**config.mk**
```make
export PLATFORM = sky130hd
export DESIGN_NAME = cntr_dir_decoder
export DESIGN_NICKNAME = d
export VERILOG_FILES = /design/src/rtl/cntr_dir_decoder.sv
export SDC_FILE = /design/constraint.sdc
export NUM_CORES = 1
export LEC_CHECK = 0
export CAP_MARGIN = 20
export CORE_MARGIN = 2
export CORE_UTILIZATION = 45
export DETAILED_ROUTE_END_ITERATION = 16
export DONT_BUFFER_PORTS = 1
export GPL_ROUTABILITY_DRIVEN = 0
export PLACE_DENSITY = 0.67
export SYNTH_ARGS = -nofsm -noshare
export SYNTH_HDL_FRONTEND = slang
export SYNTH_SLANG_ARGS = --single-unit
```
**constraint.sdc**
```tcl
create_clock -name clk -period 5.9 [get_ports clk]
set_input_delay 1.18 -clock clk [delete_from_list [all_inputs] [get_ports clk]]
set_output_delay 1.18 -clock clk [all_outputs]
set_load 0.01 [all_outputs]
```
**src/rtl/cntr_dir_decoder.sv**
```systemverilog
// cntr_dir_decoder
//   Receive-side decoder for the up/down counter's bin_count stream. It samples the
//   count on qualified cycles, recovers the count direction from successive samples,
//   flags illegal steps, tracks lock status and keeps a saturating error tally.
//
// Ports
//   clk        in   1      clock, all logic on posedge
//   reset      in   1      synchronous active-low reset
//   sample_en  in   1      bin_count is valid this cycle
//   bin_count  in   WIDTH  observed counter value
//   dir        out  1      last recovered direction (0 = up, 1 = down)
//   dir_valid  out  1      pulse: dir updated by a legal step
//   hold       out  1      pulse: sample equal to previous sample
//   step_err   out  1      pulse: illegal step detected
//   locked     out  1      level: LOCK_CNT legal steps seen since the last error
//   err_count  out  ERR_W  saturating count of illegal steps
module cntr_dir_decoder #(
   parameter int unsigned WIDTH    = 3,
   parameter int unsigned LOCK_CNT = 2,
   parameter int unsigned ERR_W    = 8
) (
   input  logic             clk,
   input  logic             reset,
   input  logic             sample_en,
   input  logic [WIDTH-1:0] bin_count,
   output logic             dir,
   output logic             dir_valid,
   output logic             hold,
   output logic             step_err,
   output logic             locked,
   output logic [ERR_W-1:0] err_count
);

   // Streak counter is sized to reach LOCK_CNT itself without wrapping.
   localparam int unsigned STREAK_W = (LOCK_CNT < 2) ? 1 : $clog2(LOCK_CNT + 1);

   typedef enum logic [1:0] {
      ST_IDLE   = 2'd0,
      ST_ACQ    = 2'd1,
      ST_LOCKED = 2'd2
   } state_e;

   typedef enum logic [1:0] {
      STEP_UP      = 2'd0,
      STEP_DOWN    = 2'd1,
      STEP_HOLD    = 2'd2,
      STEP_ILLEGAL = 2'd3
   } step_e;

   state_e              state_q, state_d;
   logic [WIDTH-1:0]    prev_q, prev_d;
   logic [STREAK_W-1:0] streak_q, streak_d;
   logic                dir_q, dir_d;
   logic                dir_valid_q, dir_valid_d;
   logic                hold_q, hold_d;
   logic                step_err_q, step_err_d;
   logic                locked_q, locked_d;
   logic [ERR_W-1:0]    err_q, err_d;

   logic [WIDTH-1:0]    delta_c;
   step_e               step_c;
   logic [STREAK_W-1:0] streak_inc_c;
   logic [ERR_W-1:0]    err_inc_c;

   // Modular difference between the new sample and the previous one.
   always_comb begin
      delta_c = WIDTH'(bin_count - prev_q);
      if (delta_c == WIDTH'(1)) begin
         step_c = STEP_UP;
      end else if (delta_c == {WIDTH{1'b1}}) begin
         step_c = STEP_DOWN;
      end else if (delta_c == '0) begin
         step_c = STEP_HOLD;
      end else begin
         step_c = STEP_ILLEGAL;
      end
   end

   // Error tally stops at all-ones.
   always_comb begin
      streak_inc_c = STREAK_W'(streak_q + 1'b1);
      err_inc_c    = (err_q == {ERR_W{1'b1}}) ? err_q : ERR_W'(err_q + 1'b1);
   end

   // Next-state and registered-output logic.
   always_comb begin
      state_d     = state_q;
      prev_d      = prev_q;
      streak_d    = streak_q;
      dir_d       = dir_q;
      dir_valid_d = 1'b0;
      hold_d      = 1'b0;
      step_err_d  = 1'b0;
      locked_d    = locked_q;
      err_d       = err_q;

      if (sample_en) begin
         prev_d = bin_count;
         unique case (state_q)
            ST_IDLE: begin
               state_d  = ST_ACQ;
               streak_d = '0;
            end

            ST_ACQ: begin
               unique case (step_c)
                  STEP_UP, STEP_DOWN: begin
                     dir_valid_d = 1'b1;
                     dir_d       = (step_c == STEP_DOWN);
                     streak_d    = streak_inc_c;
                     if (streak_inc_c == STREAK_W'(LOCK_CNT)) begin
                        state_d  = ST_LOCKED;
                        locked_d = 1'b1;
                     end
                  end
                  STEP_HOLD: begin
                     hold_d = 1'b1;
                  end
                  default: begin
                     step_err_d = 1'b1;
                     err_d      = err_inc_c;
                     streak_d   = '0;
                  end
               endcase
            end

            ST_LOCKED: begin
               unique case (step_c)
                  STEP_UP, STEP_DOWN: begin
                     dir_valid_d = 1'b1;
                     dir_d       = (step_c == STEP_DOWN);
                  end
                  STEP_HOLD: begin
                     hold_d = 1'b1;
                  end
                  default: begin
                     // Loss of lock lands in the same cycle as the error pulse.
                     step_err_d = 1'b1;
                     err_d      = err_inc_c;
                     streak_d   = '0;
                     state_d    = ST_ACQ;
                     locked_d   = 1'b0;
                  end
               endcase
            end

            default: begin
               state_d  = ST_IDLE;
               locked_d = 1'b0;
            end
         endcase
      end
   end

   // State and output registers, synchronous active-low reset.
   always_ff @(posedge clk) begin
      if (!reset) begin
         state_q     <= ST_IDLE;
         prev_q      <= '0;
         streak_q    <= '0;
         dir_q       <= 1'b0;
         dir_valid_q <= 1'b0;
         hold_q      <= 1'b0;
         step_err_q  <= 1'b0;
         locked_q    <= 1'b0;
         err_q       <= '0;
      end else begin
         state_q     <= state_d;
         prev_q      <= prev_d;
         streak_q    <= streak_d;
         dir_q       <= dir_d;
         dir_valid_q <= dir_valid_d;
         hold_q      <= hold_d;
         step_err_q  <= step_err_d;
         locked_q    <= locked_d;
         err_q       <= err_d;
      end
   end

   assign dir       = dir_q;
   assign dir_valid = dir_valid_q;
   assign hold      = hold_q;
   assign step_err  = step_err_q;
   assign locked    = locked_q;
   assign err_count = err_q;

endmodule

```
# == Word level (Yosys, flattened, before mapping) ==
# Cells that the tools add are included.
# word_totals
wordCells,57
inputBits,6
register_bits,20
out_inout_bits,13
# op_classes
n_eq_ne,12
add_sub_neg,3
reduce_logical,13
mux,17
bitwise_logic,3
# op_table
op,n
2-to-1 mux 2 bit,6
case mux 2 bit (3 select lines),2
AND reduction 4 bit,3
"adder 8 x 1 -> 8 bit, second input constant",1
"== test 8 bit, second input constant",1
"!= test 2 bit, second input constant",4
2-to-1 mux 1 bit,7
"== test 2 bit, second input constant",3
AND reduction 3 bit,2
AND reduction 5 bit,1
"== test 2 x 1 -> 1 bit, second input constant",2
zero test 2 bit,2
case mux 2 bit (2 select lines),1
OR reduction 2 bit,2
"== test 3 x 1 -> 1 bit, second input constant",1
"== test 3 bit, second input constant",1
zero test 3 bit,1
NOT 1 bit,3
case mux 1 bit (3 select lines),1
nonzero test 3 bit,1
OR reduction 3 bit,1
subtractor 3 bit,1
"adder 2 x 1 -> 2 bit, second input constant",1

# == Logic depth before layout (Yosys ltp) ==
# depth
depth_word,9
ltp_mapped,8
ltp_nobuf,7

# == Least setup slack after synthesis ==
# No wires, ideal clock.
# synth_path
path_type,input -> register
startpoint,in bin_count[0]
endpoint,reg err_q[5] (netlist: err_count[5])
required_time_ns,5.828
setup_time_ns,0.072
path_slack_ns,2.754
path_buffers,1
t_arrival_ns,3.074
path_stages,8
cell_sequence,inv_1 ha_1 fa_1 xor3_2 mux2_4 buf_6 nor4_1 mux2i_1
# synth_between
elab_chain_len,9
word_cells_on_any_way,13
classes_between,add/sub (1); eq/ne (4); mux (3); bitwise (1); reduce/logical (4)
# synth_lines
element,line_no,rtl
from (decl),25,"input logic [WIDTH-1:0] bin_count,"
subtractor 3 bit *,67,delta_c = WIDTH'(bin_count - prev_q);
zero test 3 bit,72,end else if (delta_c == '0) begin
2-to-1 mux 1 bit,72,
2-to-1 mux 2 bit,70,end else if (delta_c == {WIDTH{1'b1}}) begin
2-to-1 mux 2 bit *,68,if (delta_c == WIDTH'(1)) begin
== test 2 x 1 -> 1 bit (tied with other cells),"106, 128",
OR reduction 3 bit (no line) *,-,
NOT 1 bit (no line) *,-,
AND reduction 4 bit (no line) *,-,
to (signal assigned),176,err_q <= err_d;
to (decl),58,"logic [ERR_W-1:0] err_q, err_d;"
# Mark *: on every way between the ends. The rest lies on a longest branch, timed or not.
# A chain may end at the register's enable or synchronous reset.

# == Worst setup path after layout ==
# layout_path
startpoint,in bin_count[0]
endpoint,reg err_q[3] (netlist: err_count[3])
# The elaborated chain is that of the path after synthesis.

==> results.md <==
Timing:
- Adding up every negative setup slack in the final design gives 0 ns.
- The setup clock skew after layout is between 0.004 and 0.005 ns.
- The actual slew at the worst max-slew pin is 0.8528 ns.
- Setup repair after global routing left no endpoint under its margin.
- The worst path uses 50.45% of the clock period.
- Setup violations remaining at the end of the flow were counted as 0.
- The number of hold violations in the final report came to 0.
- The worst slew slack as a fraction of its limit is 43.03%.
- The minimum period implied by the final worst setup slack is ~3.0 ns.
- The hold slack is 0.4934 ns.
- The maximum achievable frequency is ~0.34 GHz.
- The final count of pins violating max slew was 0.

Layout:
- In the final layout, the share of cells above drive strength 1 is 5.385%.
- The layout has 248 filler cells.
- The area growth from synthesis to layout is 3.361%.
- The library cells used most frequently in the layout, excluding fill and tap cells, are dfxtp_1, nand2_1, inv_1.
- The final core utilization is 49.25%.
- For this run, the post-layout net count is 144.
- The leading cell type in the layout, fill and taps excluded is dfxtp_1.
- The number of antenna diodes in the final layout is 0.

Clock network:
- TritonCTS built the clock tree.
- The number of instances resized during post-cts repair is 0.
- The depth of the CTS H-tree is 1.
- The number of buffers added to fix hold violations after cts is 0.
- Clock-pin slew was measured on the worst setup and hold paths at 0.12 ns.
- The root buffer cell is clkbuf_4.
- In this run, CTS created clock tree buffers numbering 3.
- The clock passes through at most 2 buffers.
- The number of post-CTS setup repair buffers is 0.
- The worst-skew pair later-pin latency is about 0.31 ns.
- The clock sink count is 20.

Hold path:
- For hold timing, the worst endpoint is streak_q[1].
- The cell count of the worst hold path is 2.
- In this run the most critical hold path is launched from streak_q[1].
- The tightest min-delay check is of the flop to flop type.

GRT:
- The largest net degree at the start of global routing is 26.
- The number of global-route vias before repair is 972.
- The global-route wire length before repair is 4.443 mm.
- Across every metal layer, demand over resource in global routing totals 17.61%.
- The number of antenna violations at the first check in global routing is 0.
- Summed over all layers, the global routing overflow is 0.

Setup path:
- The launching element type of the critical path is an input port.
- The worst register-to-register path ends at err_count[3].
- The start-to-end type of the worst setup path is input port to flop.
- The worst endpoint required time is 6.16 ns.
- Of all nets on the critical path, the largest fanout is 14.
- STA classifies the critical path endpoint as a flop.
- Setup slack on the worst reg-to-reg path comes out at between 3 and 4 ns.
- Counting cells, the worst reg-to-reg path comes to 6.
- The critical path arrival is between 3 and 4 ns.
- The launching point of the worst reg2reg path is prev_q[0].

Synth:
- The net count of the mapped netlist is 146.
- The mapped netlist covers 1191 µm².
- The post-synthesis share of cell area spent on full adders, half adders and majority gates is 7.983%.
- The share of the synthesized area in compound gates (AO/OA/AOI/OAI) is 17.23%.
- In this run, synthesis inferred 0 flip-flops with an integrated enable.
- The share of the yosys chip area belonging to registers is 33.61%.
- The number of distinct library cells after synthesis is 43.
- Each instance of the synthesized netlist takes up on average 8.956 µm².
- The synthesis warning total is 0.
- The portion of synthesized area spent on multiplexers is 7.983%.
- The proportion of synthesized flip-flops having asynchronous set or reset is 0%.
- Of the total synthesized cell area, the portion taken by XOR and XNOR cells is 3.571%.
- The simple-gate portion of the synthesized area is 23.95%.
- In the synthesized netlist the dominant register cell turns out to be dfxtp_1.
- The synthesized netlist cell count is ~130.
- The synthesized design contains 20 register bits.
- After synthesis, the largest family of logic cells by area is simple AND/OR/NAND/NOR gates.

Run:
- Across the run, the number of max-cap violations was 0.

Route:
- The detailed router finished its first iteration with 26 violations.
- The detailed-route vias per instance is 6.125.
- The topmost layer with routed signal wires is met4.
- The detailed-route wire length on metal 1 is 1.135 mm.
- For this run, design rule violations remaining after detail routing come to 0.
- The wire length on met3 is 96 µm.
- The total met2 wirelength after detailed routing is 1.307 mm.
- The total wirelength of the detailed-routed design is 2.568 mm.
- In this run the remaining antenna-violating nets after routing total 0.
- The number of optimization iterations in the first detailed-route pass is 4.
- The routed layout has 980 vias.
- After detailed routing, the average wire length per cell comes to 16.05 µm.

Floorplan:
- The floorplan step defined a core boundary enclosing 2500 µm².
- The area enclosed by the die boundary is 3075 µm².
- Measured along the x axis, the die boundary spans 55.45 µm.
- The number of top-level pins is 19.
- The site row count is 18.
- The initial core utilization is a little under half.
- The die height is 55.45 µm.

Place:
- The port buffer count is 0.
- After legalization and detailed placement, the total HPWL measured between 1.5 and 2 mm.

Power and ir drop:
- Power spread over the standard cell area amounts to around 250 nW/µm².
- The maximum vdd ir drop is ~0.14 mV.
- The design draws 0.0003075 W.
- The cell leakage power is 0.4519 nW.
- Per report_power, the clock group accounts for 27.4% of the total.
- Net switching is 32.10% of the power.
- The switching power of the nets is 0.00009870 W.
- The total internal power is 0.0002088 W.
- In this run, the combinational gates consume 24.7% of the power.
- Registers are responsible for 47.9% of the overall power.

Status:
- The run finished with clean final reports.
-- sequential cells by signal, summed over array words and instances, names as in the netlist --
name,cells
err_count,8
locked,1
hold,1
dir_valid,1
dir,1
prev_q,3
state_q,2
streak_q,2
step_err,1
-- final cells by class --
| cell class | instances | area (µm²) | share of cell area [%] |
|---|---|---|---|
| inverters | 9 | 33.78 | 2.744 |
| flip-flops and latches | 20 | 400.4 | 32.52 |
| well taps | 30 | 37.54 | 3.049 |
| clock buffers | 4 | 36.28 | 2.947 |
| multi-input cells | 97 | 723.2 | 58.74 |
-- worst max-delay path: stages --
cell and delay (ns):
inv_1 0.02, ha_1 0.19, fa_1 0.75, nor2_1 0.10, mux2_4 0.34, or4_1 0.51, a21boi_1 0.14
-- cell usage after synthesis, types with 2 or more instances --
cell type  count  area share [%]
dfxtp_1       20              34
nand2_1       12             3.8
inv_1          9             2.8
mux2i_1        8             6.7
nand3_1        7             2.9
clkbuf_1       6             1.9
ha_1           6             6.3
nor2_1         5             1.6
nand2b_1       4             2.1
nor2b_1        4             2.1
o31ai_1        4             2.5
a41oi_1        3             2.2
nor3_1         3             1.3
nor4_1         3             1.6
o21ai_0        3             1.3
a21boi_1       2             1.3
a21oi_1        2            0.84
nor3b_1        2             1.3
nor4bb_1       2             1.7
o21bai_1       2             1.3
o311ai_0       2             1.5
or4_1          2             1.3
xor2_1         2             1.5
-- power groups by stage --
stage	Combinational, W	Sequential (W)	Clock [W]
after floorplan	0.0000669	0.000149	0
after detailed placement	0.0000757	0.000150	0
after CTS	0.0000758	0.000147	0.0000836
after global placement	0.0000727	0.000150	0
after global routing	0.0000845	0.000148	0.0000911
final	0.0000758	0.000147	0.0000842
-- worst max path at each step --
stage / startpoint / endpoint / slack (ns) / depth (start not counted)
after floorplan: bin_count[0] / err_count[5] / 2.75 / 8
after global placement: bin_count[0] / err_count[4] / 2.65 / 7
after detailed placement: bin_count[0] / err_count[7] / 2.59 / 7
after CTS: bin_count[0] / err_count[7] / 2.92 / 7
after global routing: bin_count[0] / streak_q[1] / 2.72 / 6
final: bin_count[0] / err_count[3] / 2.92 / 7
-- cells by family (layout without fill, tap and decap cells) --
family                     after synthesis  after routing
xor gates and xnor gates                 3              3
adders and majority gates                7              7
and+or+nand+nor                         51             51
AOI/OAI and AO/OA                       27             27
DFF                                     20             20
muxes                                    9              9
buffers and inverters                   16             13
-- stage by stage --
stage	std cells	setup slack, ns	instance area, µm²
after detailed placement	156	2.594	1195
after floorplan	133	2.754	1191
final	160	2.923	1231
after global routing	160	2.721	1231
after global placement	156	2.647	1195
after CTS	160	2.916	1231
-- metal layers --
metal	global-route usage [%]	vias to the layer above
met3	4.450	4
met4	5.923	0
met5	0	-
met2	30.95	16
li1	-	487
met1	20.66	473
Note: power is estimated with default switching activity, not from simulation.
